**config.mk**
```make
export PLATFORM = sky130hd
export DESIGN_NAME = contador_bcd_mod_flat
export DESIGN_NICKNAME = d
export VERILOG_FILES = /design/src/rtl/contador_bcd_mod_if.sv /design/src/rtl/contador_bcd_mod.sv /design/src/flat_wrapper.sv
export SDC_FILE = /design/constraint.sdc
export NUM_CORES = 1
export LEC_CHECK = 0
export BUFFER_PORTS_ARGS = -buffer_cell sky130_fd_sc_hd__buf_4
export CORE_MARGIN = 8
export CORE_UTILIZATION = 50
export DETAILED_ROUTE_END_ITERATION = 7
export PLACE_DENSITY_LB_ADDON = 0.1
export SYNTH_ARGS = -nofsm -noshare
export SYNTH_HDL_FRONTEND = slang
export SYNTH_SLANG_ARGS = --single-unit
export TNS_END_PERCENT = 100
```
**constraint.sdc**
```tcl
create_clock -name clock -period 3.86 [get_ports clock]
set_input_delay 0.386 -clock clock [delete_from_list [all_inputs] [get_ports clock]]
set_output_delay 0.386 -clock clock [all_outputs]
set_load 0.05 [all_outputs]
```
**src/rtl/contador_bcd_mod_if.sv**
```systemverilog
// -----------------------------------------------------------------------------
// contador_bcd_mod_if
// Groups the control inputs and display outputs of one contador_bcd_mod stage.
// The clock and reset stay plain ports on the counter itself.
//   tick      count-enable pulse          load_val  7-bit binary load value
//   hold      freeze counter + prescaler  carry     one-cycle wrap pulse
//   clear     synchronous clear to 0      tens      BCD tens digit
//   up        1 = up, 0 = down            units     BCD units digit
//   load      synchronous load            seg_units units 7-seg, bit0=a..bit6=g
//                                         seg_tens  tens 7-seg, bit0=a..bit6=g
// master: the controller (or previous stage); slave: the counter.
// -----------------------------------------------------------------------------
interface contador_bcd_mod_if;
    logic       tick;
    logic       hold;
    logic       clear;
    logic       up;
    logic       load;
    logic [6:0] load_val;
    logic       carry;
    logic [3:0] tens;
    logic [3:0] units;
    logic [6:0] seg_units;
    logic [6:0] seg_tens;

    modport master (
        output tick, hold, clear, up, load, load_val,
        input  carry, tens, units, seg_units, seg_tens
    );

    modport slave (
        input  tick, hold, clear, up, load, load_val,
        output carry, tens, units, seg_units, seg_tens
    );
endinterface

```
**src/rtl/contador_bcd_mod.sv**
```systemverilog
// -----------------------------------------------------------------------------
// contador_bcd_mod
// Modulo-MODULO two-digit BCD counter with a tick prescaler, up/down counting,
// synchronous clear/load, hold, a registered wrap carry and registered
// 7-segment outputs. Stages chain by feeding carry into the next tick.
// Ports:
//   clock   system clock, rising edge
//   ZERA_n  asynchronous active-low reset
//   bus     contador_bcd_mod_if.slave (controls in, digits/segments/carry out)
// Priority each edge: clear > load > hold > tick step.
// -----------------------------------------------------------------------------
module contador_bcd_mod #(
    parameter int MODULO         = 24,   // 2..100
    parameter int TICK_DIV       = 1,    // 1..65535
    parameter bit SEG_ACTIVE_LOW = 1'b1,
    parameter bit BLANK_LEAD     = 1'b0
) (
    input  logic              clock,
    input  logic              ZERA_n,
    contador_bcd_mod_if.slave bus
);

    localparam logic [3:0]  MAX_TENS   = 4'((MODULO - 1) / 10);
    localparam logic [3:0]  MAX_UNITS  = 4'((MODULO - 1) % 10);
    localparam logic [15:0] PRESC_LAST = 16'(TICK_DIV - 1);
    localparam logic [6:0]  SEG_DARK   = SEG_ACTIVE_LOW ? 7'h7F : 7'h00;

    // Glyph table is stored active-low (bit6..0 = g..a) and inverted for
    // active-high boards; unused codes decode to dark.
    function automatic logic [6:0] seg_encode(input logic [3:0] digit);
        logic [6:0] v_glyph;
        case (digit)
            4'd0:    v_glyph = 7'h40;
            4'd1:    v_glyph = 7'h79;
            4'd2:    v_glyph = 7'h24;
            4'd3:    v_glyph = 7'h30;
            4'd4:    v_glyph = 7'h19;
            4'd5:    v_glyph = 7'h12;
            4'd6:    v_glyph = 7'h02;
            4'd7:    v_glyph = 7'h78;
            4'd8:    v_glyph = 7'h00;
            4'd9:    v_glyph = 7'h10;
            default: v_glyph = 7'h7F;
        endcase
        return SEG_ACTIVE_LOW ? v_glyph : ~v_glyph;
    endfunction

    logic [3:0]  r_tens, r_units;
    logic [15:0] r_presc;
    logic        r_carry;
    logic [6:0]  r_seg_units, r_seg_tens;

    logic [3:0]  w_tens_nx, w_units_nx;
    logic [15:0] w_presc_nx;
    logic        w_carry_nx;
    logic        w_load_ok;
    logic [3:0]  w_load_tens, w_load_units;

    // Only the load path needs binary-to-BCD; the count itself stays in BCD.
    assign w_load_ok    = int'(bus.load_val) < MODULO;
    assign w_load_tens  = 4'(bus.load_val / 7'd10);
    assign w_load_units = 4'(bus.load_val % 7'd10);

    always_comb begin
        // NOTE: every output of this block gets a default first so no path
        // leaves a signal unassigned and a latch can never be inferred.
        w_tens_nx  = r_tens;
        w_units_nx = r_units;
        w_presc_nx = r_presc;
        w_carry_nx = 1'b0;

        if (bus.clear) begin
            w_tens_nx  = 4'd0;
            w_units_nx = 4'd0;
            w_presc_nx = 16'd0;
        end else if (bus.load) begin
            // Out-of-range loads are dropped entirely, prescaler included.
            if (w_load_ok) begin
                w_tens_nx  = w_load_tens;
                w_units_nx = w_load_units;
                w_presc_nx = 16'd0;
            end
        end else if (!bus.hold && bus.tick) begin
            if (r_presc != PRESC_LAST) begin
                w_presc_nx = r_presc + 16'd1;
            end else begin
                w_presc_nx = 16'd0;
                if (bus.up) begin
                    if (r_tens == MAX_TENS && r_units == MAX_UNITS) begin
                        w_tens_nx  = 4'd0;
                        w_units_nx = 4'd0;
                        w_carry_nx = 1'b1;
                    end else if (r_units == 4'd9) begin
                        w_units_nx = 4'd0;
                        w_tens_nx  = r_tens + 4'd1;
                    end else begin
                        w_units_nx = r_units + 4'd1;
                    end
                end else begin
                    if (r_tens == 4'd0 && r_units == 4'd0) begin
                        w_tens_nx  = MAX_TENS;
                        w_units_nx = MAX_UNITS;
                        w_carry_nx = 1'b1;
                    end else if (r_units == 4'd0) begin
                        w_units_nx = 4'd9;
                        w_tens_nx  = r_tens - 4'd1;
                    end else begin
                        w_units_nx = r_units - 4'd1;
                    end
                end
            end
        end
    end

    // NOTE: sequential state uses non-blocking assignments so every register
    // samples the pre-edge values regardless of statement order.
    always_ff @(posedge clock or negedge ZERA_n) begin
        if (!ZERA_n) begin
            r_tens  <= 4'd0;
            r_units <= 4'd0;
            r_presc <= 16'd0;
            r_carry <= 1'b0;
        end else begin
            r_tens  <= w_tens_nx;
            r_units <= w_units_nx;
            r_presc <= w_presc_nx;
            r_carry <= w_carry_nx;
        end
    end

    // Segments follow the registered digits one cycle later.
    always_ff @(posedge clock or negedge ZERA_n) begin
        if (!ZERA_n) begin
            r_seg_units <= seg_encode(4'd0);
            r_seg_tens  <= BLANK_LEAD ? SEG_DARK : seg_encode(4'd0);
        end else begin
            r_seg_units <= seg_encode(r_units);
            r_seg_tens  <= (BLANK_LEAD && r_tens == 4'd0) ? SEG_DARK
                                                          : seg_encode(r_tens);
        end
    end

    assign bus.carry     = r_carry;
    assign bus.tens      = r_tens;
    assign bus.units     = r_units;
    assign bus.seg_units = r_seg_units;
    assign bus.seg_tens  = r_seg_tens;

endmodule

```
**src/flat_wrapper.sv**
```systemverilog
// flat-port wrapper written by rule: the top's interface ports become plain ports
module contador_bcd_mod_flat 
#(
    parameter int MODULO         = 24,            
    parameter int TICK_DIV       = 1,               
    parameter bit SEG_ACTIVE_LOW = 1'b1,
    parameter bit BLANK_LEAD     = 1'b0
)
  (clock, ZERA_n, bus_tick, bus_hold, bus_clear, bus_up, bus_load, bus_load_val, bus_carry, bus_tens, bus_units, bus_seg_units, bus_seg_tens);
  contador_bcd_mod_if bus_i ();
  input  logic clock;
  input  logic ZERA_n;
  input wire logic [$bits(bus_i.tick)-1:0] bus_tick;
  input wire logic [$bits(bus_i.hold)-1:0] bus_hold;
  input wire logic [$bits(bus_i.clear)-1:0] bus_clear;
  input wire logic [$bits(bus_i.up)-1:0] bus_up;
  input wire logic [$bits(bus_i.load)-1:0] bus_load;
  input wire logic [$bits(bus_i.load_val)-1:0] bus_load_val;
  output wire logic [$bits(bus_i.carry)-1:0] bus_carry;
  output wire logic [$bits(bus_i.tens)-1:0] bus_tens;
  output wire logic [$bits(bus_i.units)-1:0] bus_units;
  output wire logic [$bits(bus_i.seg_units)-1:0] bus_seg_units;
  output wire logic [$bits(bus_i.seg_tens)-1:0] bus_seg_tens;
  assign bus_i.tick = bus_tick;
  assign bus_i.hold = bus_hold;
  assign bus_i.clear = bus_clear;
  assign bus_i.up = bus_up;
  assign bus_i.load = bus_load;
  assign bus_i.load_val = bus_load_val;
  assign bus_carry = bus_i.carry;
  assign bus_tens = bus_i.tens;
  assign bus_units = bus_i.units;
  assign bus_seg_units = bus_i.seg_units;
  assign bus_seg_tens = bus_i.seg_tens;
  contador_bcd_mod #(.MODULO(MODULO), .TICK_DIV(TICK_DIV), .SEG_ACTIVE_LOW(SEG_ACTIVE_LOW), .BLANK_LEAD(BLANK_LEAD)) u_core (.clock(clock), .ZERA_n(ZERA_n), .bus(bus_i));
endmodule
```
# Word-level counts from Yosys, hierarchy flattened
# Memories as Yosys holds them, arrays and structs flattened. A register that Yosys moved wholly into a read port is not among the register bits.
# Cells that the tools add are included.
# W data, S select, Z words.
[word_totals]
n_memories = 2
romBits = 224
elab_cells = 66
inputBits = 14
register_bits = 25
[op_classes]
magnitude_cmp = 1
n_addsub = 5
div = 2
muxes = 32
reduce_logical = 14
n_eq_ne = 6
[memory_table]
columns = ["memory", "words", "width", "rd", "rd_clocked_by_memory_dff", "write_ports", "line_no", "source"]
rows = [
  ["(no name shown)", 16, 7, 1, 1, 0, "contador_bcd_mod.sv:32", "case (digit)"],
  ["(no name shown)", 16, 7, 1, 1, 0, "contador_bcd_mod.sv:32", ""],
]
[op_table]
columns = ["operator", "count"]
rows = [
  ["$mux W16", 5],
  ["$mux W4", 20],
  ["$add A16 B1 Y16 const B", 1],
  ["$reduce_bool A16 Y1", 1],
  ["$add A4 B1 Y4 const B", 2],
  ["$eq A4 B2 Y1 const B", 2],
  ["$logic_not A4 Y1", 2],
  ["$sub A4 B1 Y4 const B", 2],
  ["$div A7 B4 Y7 const B", 1],
  ["$lt A7 B5 Y1 const B", 1],
  ["$mod A7 B4 Y7 const B", 1],
  ["$mux W1", 7],
  ["$ne A5 B2 Y1 const B", 1],
  ["$reduce_and A5 Y1", 1],
  ["$reduce_bool A5 Y1", 1],
  ["$eq A4 B4 Y1 const B", 1],
  ["$logic_and A1 B1 Y1", 3],
  ["$logic_not A1 Y1", 3],
  ["$ne A3 B2 Y1 const B", 1],
  ["$ne A3 B3 Y1 const B", 1],
  ["$reduce_and A3 Y1", 1],
  ["$reduce_bool A3 Y1", 1],
  ["$reduce_and A2 Y1", 1],
]

# Longest topological paths before layout
# Gate-level depths: netlist of the first run.
[logic_depth]
depth_word = 8
mapped_depth = 10

# Worst setup path after synthesis of the first run
# No wires, ideal clock.
[synth_path]
path_type = "reg-to-reg"
from = "register u_core.r_units[1], in the netlist u_core.bus.units[1]"
to = "register u_core.r_tens[0], in the netlist u_core.bus.tens[0]"
required_ns = 3.729
setup_slack_ns = 1.344
setup_time_ns = 0.131
n_path_buf = 1
t_arrival_ns = 2.385
path_stages_with_launch = 10
cell_sequence = "dfrtp_1 > clkbuf_1 > inv_1 > ha_1 > nor3b_2 > nor2_1 > a311o_1 > a21oi_4 > mux2i_1 > o41ai_2"
[synth_between]
elab_chain_len = 8
elab_cells_between_ends = 15
cone_classes = "3 x eq/ne; 7 x mux; 5 x reduce/logical"
[synth_rtl]
columns = ["element", "line_no", "source"]
rows = [
  ["start: declaration", "contador_bcd_mod.sv:48", "logic [3:0] r_tens, r_units;"],
  ["start signal: assignment", "contador_bcd_mod.sv:125", "r_units <= w_units_nx;"],
  ["$eq A4 B2 Y1 or $logic_not A4 Y1 (tied branches)", "contador_bcd_mod.sv:89, contador_bcd_mod.sv:100, contador_bcd_mod.sv:104", ""],
  ["$logic_and A1 B1 Y1, on equally long branches", "contador_bcd_mod.sv:89, contador_bcd_mod.sv:100", ""],
  ["$mux W4, on equally long branches", "contador_bcd_mod.sv:89, contador_bcd_mod.sv:100", ""],
  ["$mux W4", "contador_bcd_mod.sv:88", "if (bus.up) begin"],
  ["$mux W4", "contador_bcd_mod.sv:84", "if (r_presc != PRESC_LAST) begin"],
  ["$mux W4", "contador_bcd_mod.sv:83", "end else if (!bus.hold && bus.tick) begin"],
  ["$mux W4", "contador_bcd_mod.sv:76", "end else if (bus.load) begin"],
  ["$mux W4", "contador_bcd_mod.sv:72", "if (bus.clear) begin"],
  ["end signal: assignment", "contador_bcd_mod.sv:124", "r_tens <= w_tens_nx;"],
  ["end: declaration", "contador_bcd_mod.sv:48", ""],
]
# Several ways; a longest one is shown, not always the timed one. The select of a mux whose other input is x is not followed.
# A chain may end at the register's enable or synchronous reset.

# Worst setup path in the final report of the first run
# Ends and elaborated chain as after synthesis.

==> run_results.csv, run 1 <==
group,metric,value,unit
run_status,outcome,"completed",
synthesis,yosys.area_share.simple,23.57,%
placement,dp.cells,403,
synthesis,synth_edf_count,0,
critical_path,critPathKind,"register to register",
critical_path,worstReg2RegStart,"u_core.bus.units[1]$_DFFE_PN0P_",
layout,mostFrequentLayoutCell,"dfrtp_1",
layout,num_antenna_cells,0,
synthesis,avgSynthCellArea,8.778,um^2
critical_path,worstPathRequired,4.03,ns
clock_network,clk_pin_slew_worst_paths,0.08,ns
critical_path,critical-path-max-stage-delay,0.51,ns
drt,avgRoutedWirePerCell,15.13,um
placement,gp_congestion,0.8439,
clock_network,root_buffer,"clkbuf_8",
layout,layout.cells.non_filler,411,
clock_network,cts_setup_buffers,0,
power,p_leak,1.373,nW
global_route,antenna_found_initial,0,
layout,final_nets,365,
clock_network,cts_tree,"done",
drt,via_per_inst,5.759,
global_route,use_met3,2.244,%
placement,pre_cts_slack,1.440,ns
drt,vias,2367,
drt,drtAntennaViolNets,0,
layout,syn_to_final_growth,14.53,%
synthesis,synth_xor_area_share,3.837,%
synthesis,synth_top_area_share,33.81,%
global_route,met2_usage,27.61,%
critical_path,crit_chain,"inv_1 > ha_1 > nor3b_2 > nor2_1 > a311o_1 > a21oi_4 > mux2i_1 > o41ai_2",
synthesis,yosysWarnings,0,
timing,skew,0.006915,ns
global_route,grt_max_degree,40,
synthesis,synth_fp_nets,339,
clock_network,insertion_delay,0.29,ns
floorplan,start_util,50.67,%
clock_network,cts.sinks,39,
power,power_density,499.2,mW/mm^2
critical_path,endpoint_kind,"register",
critical_path,path_buf_inv,1,
timing,period_share,64.09,%
layout,final_cell_mix,"dfrtp_1, buf_4, nand2_1, nor2_1, o21ai_0",
layout,n_fill_cell,501,
layout,fin_util,58.03,%
floorplan,dieArea,0.008102,mm^2
synthesis,synth_compound_area_share,23.25,%
critical_path,critPathMaxFanout,10,
floorplan,ios,37,
synthesis,ys.flop_type,"dfrtp_1",
drt,wl,6.217,mm
global_route,busiest_layer,"met2",
global_route,grt_util_met1,18.24,%
drt,drtIter0Drc,53,
synthesis,synth.distinct_cells,65,
global_route,overflow,0,
critical_path,crit_family,"compound AO/OA/AOI/OAI gates",
power,p_total,1.566,mW
synthesis,syn_inst,312,
critical_path,critPathLaunch,"u_core.bus.units[1]$_DFFE_PN0P_",
placement,port_buffers,36,
critical_path,arrival,2.65,ns
timing,finalSetupViolations,0,
timing,layout_setup_ws,1.386,ns
timing,tns,0,ns
timing,timing.hold.ws,0.05669,ns
synthesis,yosysSeqAreaShare,35.72,%
floorplan,core_region_area,0.005405,mm^2
timing,post-route-min-period,2.474,ns
layout,final_area,0.003137,mm^2
synthesis,synth-seq-cells,39,
clock_network,numCtsBuffers,5,
timing,report.final.slew_viol_count,0,
run,cap_violations,0,
drt,firstDrtPassIters,4,
synthesis,synth.area.mux_share,2.284,%
global_route,grt_pass1_wl,10.58,mm
drt,remaining_drc_errors,0,
placement,dpl.hpwl,4.602,mm
clock_network,hold_buffers,0,
critical_path,crit_path_start_kind,"register",
layout,drive_gt1_share,18.88,%
timing,relSlewSlack,44.42,%
clock_network,post_cts_resized,0,
synthesis,async_reset_ff_share,100.0,%
floorplan,dieWidth,90.01,um
power,vdd_drop_max,259.7,uV
timing,rsz0062_at_grt,"false",
global_route,grtUsageTotal,15.38,%
synthesis,synth_top_area_cell,"dfrtp_1",
timing,timing.fmax,0.4042,GHz
clock_network,clk_path_buf_depth,2,
synthesis,ys_top_cells_by_area,"dfrtp_1, ha_1, nand2_1",
synthesis,synthAdderAreaFrac,5.939,%
synthesis,synth_top_family_by_area,"simple AND/OR/NAND/NOR gates",
timing,finalHoldViolations,0,
global_route,first_global_vias,2290,
critical_path,slowest_stage,"dfrtp_1",
floorplan,rows,27,
placement,dpl-instance-area,0.003004,mm^2
floorplan,die_y,90.01,um
clock_network,h-tree-depth,2,
min_path,hold_path_class,"primary input to async pin",
synthesis,syn_area,0.002739,mm^2
timing,tightestPinTransition,0.8310,ns
-- synth_stat cells, types with 5 or more instances --
cell       n
nor2_1    23
ha_1      13
o211ai_1   5
inv_1     13
o31ai_1    8
nor3_1     9
buf_2      7
xor2_1     8
o21ai_0   22
nand2_1   31
nand4_1    7
and3_1     8
nand2b_1   8
clkbuf_1   5
a21oi_1   21
dfrtp_1   37
a31oi_1    5
nand3_1    9
-- per-layer routing --
layer / up-vias / wire length (um)
li1: 1194 / -
met1: 1125 / 2819
met2: 42 / 3156
met3: 6 / 162
met4: 0 / 78
met5: - / 0
-- report_power, final --
group          internal, mW  switching [mW]  total (mW)
Sequential            0.475          0.0539       0.528
Clock                 0.258           0.144       0.403
Combinational         0.205           0.430       0.634
-- flip-flops by register name (all words and copies together) (netlist names) --
| register | cells |
|---|---|
| u_core.bus.units | 4 |
| u_core.bus.tens | 4 |
| u_core.bus.seg_tens | 7 |
| u_core.bus.seg_units | 7 |
| u_core.bus.carry | 1 |
| u_core.r_presc | 16 |
-- path summary, 6_finish.rpt --
path | cells past startpoint | endpoint | slack [ns]
min | 1 | u_core.bus.seg_tens[2]$_DFF_PN0_ | 0.06
max reg2reg | 8 | u_core.bus.tens[0]$_DFFE_PN0P_ | 1.39
max in group asynchronous | 1 | u_core.bus.seg_units[6]$_DFF_PN1_ | 3.44
min in group clock | 2 | u_core.bus.tens[0]$_DFFE_PN0P_ | 0.34
min reg2reg | 1 | u_core.r_presc[5]$_DFFE_PN0P_ | 0.51
max | 8 | u_core.bus.tens[0]$_DFFE_PN0P_ | 1.39
-- layout make-up --
cell class              instances  area [um^2]  area share [%]
multi-input cells             242         1613           51.42
flip-flops and latches         39        978.4           31.19
repair buffers                 36        270.3           8.616
well taps                      72        90.09           2.872
clock buffers                   6        72.57           2.314
clock inverters                 2        60.06           1.915
inverters                      14        52.55           1.675
-- cells by family after synthesis --
logic type,Yosys count
simple gates,119
compound gates,92
flops,39
buf+inv,31
fa+ha+maj,13
xor+xnor,12
mux,6
(Power assumes the default switching activity.)
==> inputs of run 2 (changes only) <==
Clock period 3.86 ns to 2.5 ns, I/O delays scaled along.
==> run 2 against run 1 <==
  * Combinational power grew 66%
  * Register-to-register slack lost 1.2 ns
  * Cell count grew 2.7%
  * Critical path depth is the same
  * Non-clock buffer count grew 11
  * Worst hold slack gained 0.15 ns
  * Largest power group unchanged
  * Routed wire length grew 3.6%
  * Final area grew 2.3%
  * Sequential cell count is the same
==> run_results.csv, run 2 (synthesis gave the netlist of run 1 again) <==
group,metric,value,unit
run_status,outcome,"completed",
drt,remaining_drc_errors,0,
min_path,hold_path_class,"primary input to register",
timing,report.final.slew_viol_count,0,
placement,dp.cells,413,
placement,dpl.hpwl,4.720,mm
critical_path,crit_cells,8,
drt,wl,6.440,mm
placement,dpl-instance-area,0.003080,mm^2
layout,largest_register_ffs,16,
power,p_total,2.386,mW
floorplan,start_util,50.67,%
placement,gp_congestion,0.8519,
drt,avgRoutedWirePerCell,15.26,um
floorplan,dieWidth,90.01,um
timing,finalSetupViolations,0,
timing,tns,0,ns
clock_network,insertion_delay,0.29,ns
power,p_leak,1.422,nW
critical_path,slowest_stage,"dfrtp_2",
timing,skew,0.01172,ns
critical_path,crit_path_start_kind,"register",
floorplan,rows,27,
critical_path,critPathMaxFanout,6,
critical_path,critical-path-max-stage-delay,0.40,ns
clock_network,h-tree-depth,2,
timing,relSlewSlack,64.29,%
floorplan,ios,37,
floorplan,die_y,90.01,um
clock_network,post_cts_resized,0,
clock_network,numCtsBuffers,5,
critical_path,crit_family,"compound AO/OA/AOI/OAI gates",
clock_network,clk_pin_slew_worst_paths,0.08,ns
drt,drtAntennaViolNets,0,
min_path,whs_path_depth,2,
drt,drtIter0Drc,63,
critical_path,endpoint_kind,"register",
clock_network,hold_buffers,1,
critical_path,path_buf_inv,1,
layout,final_area,0.003208,mm^2
layout,mostFrequentLayoutCell,"buf_4",
timing,period_share,91.43,%
placement,port_buffers,36,
timing,timing.fmax,0.4375,GHz
layout,syn_to_final_growth,17.13,%
global_route,overflow,0,
global_route,antenna_found_initial,0,
power,vdd_drop_max,493.2,uV
layout,largest-register,"u_core.r_presc",
layout,drive_gt1_share,21.71,%
timing,rsz0062_at_grt,"false",
run,cap_violations,0,
timing,post-route-min-period,2.286,ns
layout,layout.cells.non_filler,422,
layout,num_antenna_cells,0,
layout,final_cell_mix,"buf_4, dfrtp_1, nand2_1, nor2_1, o21ai_0",
critical_path,arrival,2.46,ns
layout,fin_util,59.35,%
critical_path,reg2regPathDepth,8,
power,power_density,743.7,mW/mm^2
global_route,grt_max_degree,40,
timing,finalHoldViolations,0,
clock_network,root_buffer,"clkbuf_8",
drt,firstDrtPassIters,4,
layout,final_nets,376,
critical_path,crit_chain,"inv_1 > ha_1 > nor3b_2 > nor2_1 > a311o_1 > a21oi_4 > mux2i_1 > o41ai_2",
clock_network,cts.sinks,39,
global_route,grt_pass1_wl,11.47,mm
global_route,grtUsageTotal,16.51,%
global_route,first_global_vias,2392,
clock_network,cts_tree,"done",
critical_path,worstPathRequired,2.68,ns
floorplan,core_region_area,0.005405,mm^2
drt,via_per_inst,5.858,
drt,vias,2472,
timing,tightestPinTransition,0.5339,ns
floorplan,dieArea,0.008102,mm^2
clock_network,cts_setup_buffers,0,
critical_path,critPathKind,"register to register",
clock_network,clk_path_buf_depth,2,
run 2: worst register-to-register path, cell delays in order, from the launching register on:
cell and delay (ns):
dfrtp_2 0.40, inv_1 0.13, ha_1 0.27, nor3b_2 0.34, nor2_1 0.07, a311o_1 0.37, a21oi_4 0.25, mux2i_1 0.25
o41ai_2 0.09
run 2: worst paths after layout:
check	start	end	slack (ns)
min in group asynchronous	ZERA_n	u_core.r_presc[2]$_DFFE_PN0P_	0.46
worst max-delay path	u_core.bus.units[1]$_DFFE_PN0P_	u_core.bus.tens[0]$_DFFE_PN0P_	0.21
max in group asynchronous	ZERA_n	u_core.bus.seg_units[6]$_DFF_PN1_	1.67
worst max register to register	u_core.bus.units[1]$_DFFE_PN0P_	u_core.bus.tens[0]$_DFFE_PN0P_	0.21
worst min-delay path	bus_clear	u_core.bus.tens[0]$_DFFE_PN0P_	0.21
worst min register to register	u_core.r_presc[5]$_DFFE_PN0P_	u_core.r_presc[5]$_DFFE_PN0P_	0.53
run 2: metal layers:
metal,global-route usage (%),up-vias,routed length (um)
li1,-,1210,-
met1,20.30,1207,2836
met2,28.59,46,3334
met3,2.577,9,171
met4,5.548,0,97
met5,0,-,0
run 2: stage by stage:
step | hold WS, ns | setup WS, ns
floorplan | -0.04559 | 0.07853
global placement | 0.2567 | 0.3304
detailed placement | 0.2638 | 0.2091
CTS | 0.1938 | 0.2104
global route | 0.1995 | 0.02877
finish | 0.2052 | 0.2142
run 2: report_power, final:
group | internal [mW] | switching, mW | leakage (nW)
Combinational | 0.344 | 0.710 | 0.850
Sequential | 0.734 | 0.0433 | 0.511
Clock | 0.323 | 0.231 | 0.0612
Total | 1.40 | 0.985 | 1.42
run 2: final cells by class:
type / count / area [um^2]
flip-flops and latches: 39 / 979.7
fillers: 508 / 2197
repair buffers: 47 / 355.3
clock inverters: 2 / 35.03
multi-input cells: 242 / 1613
inverters: 14 / 52.55
clock buffers: 6 / 82.58
well taps: 72 / 90.09
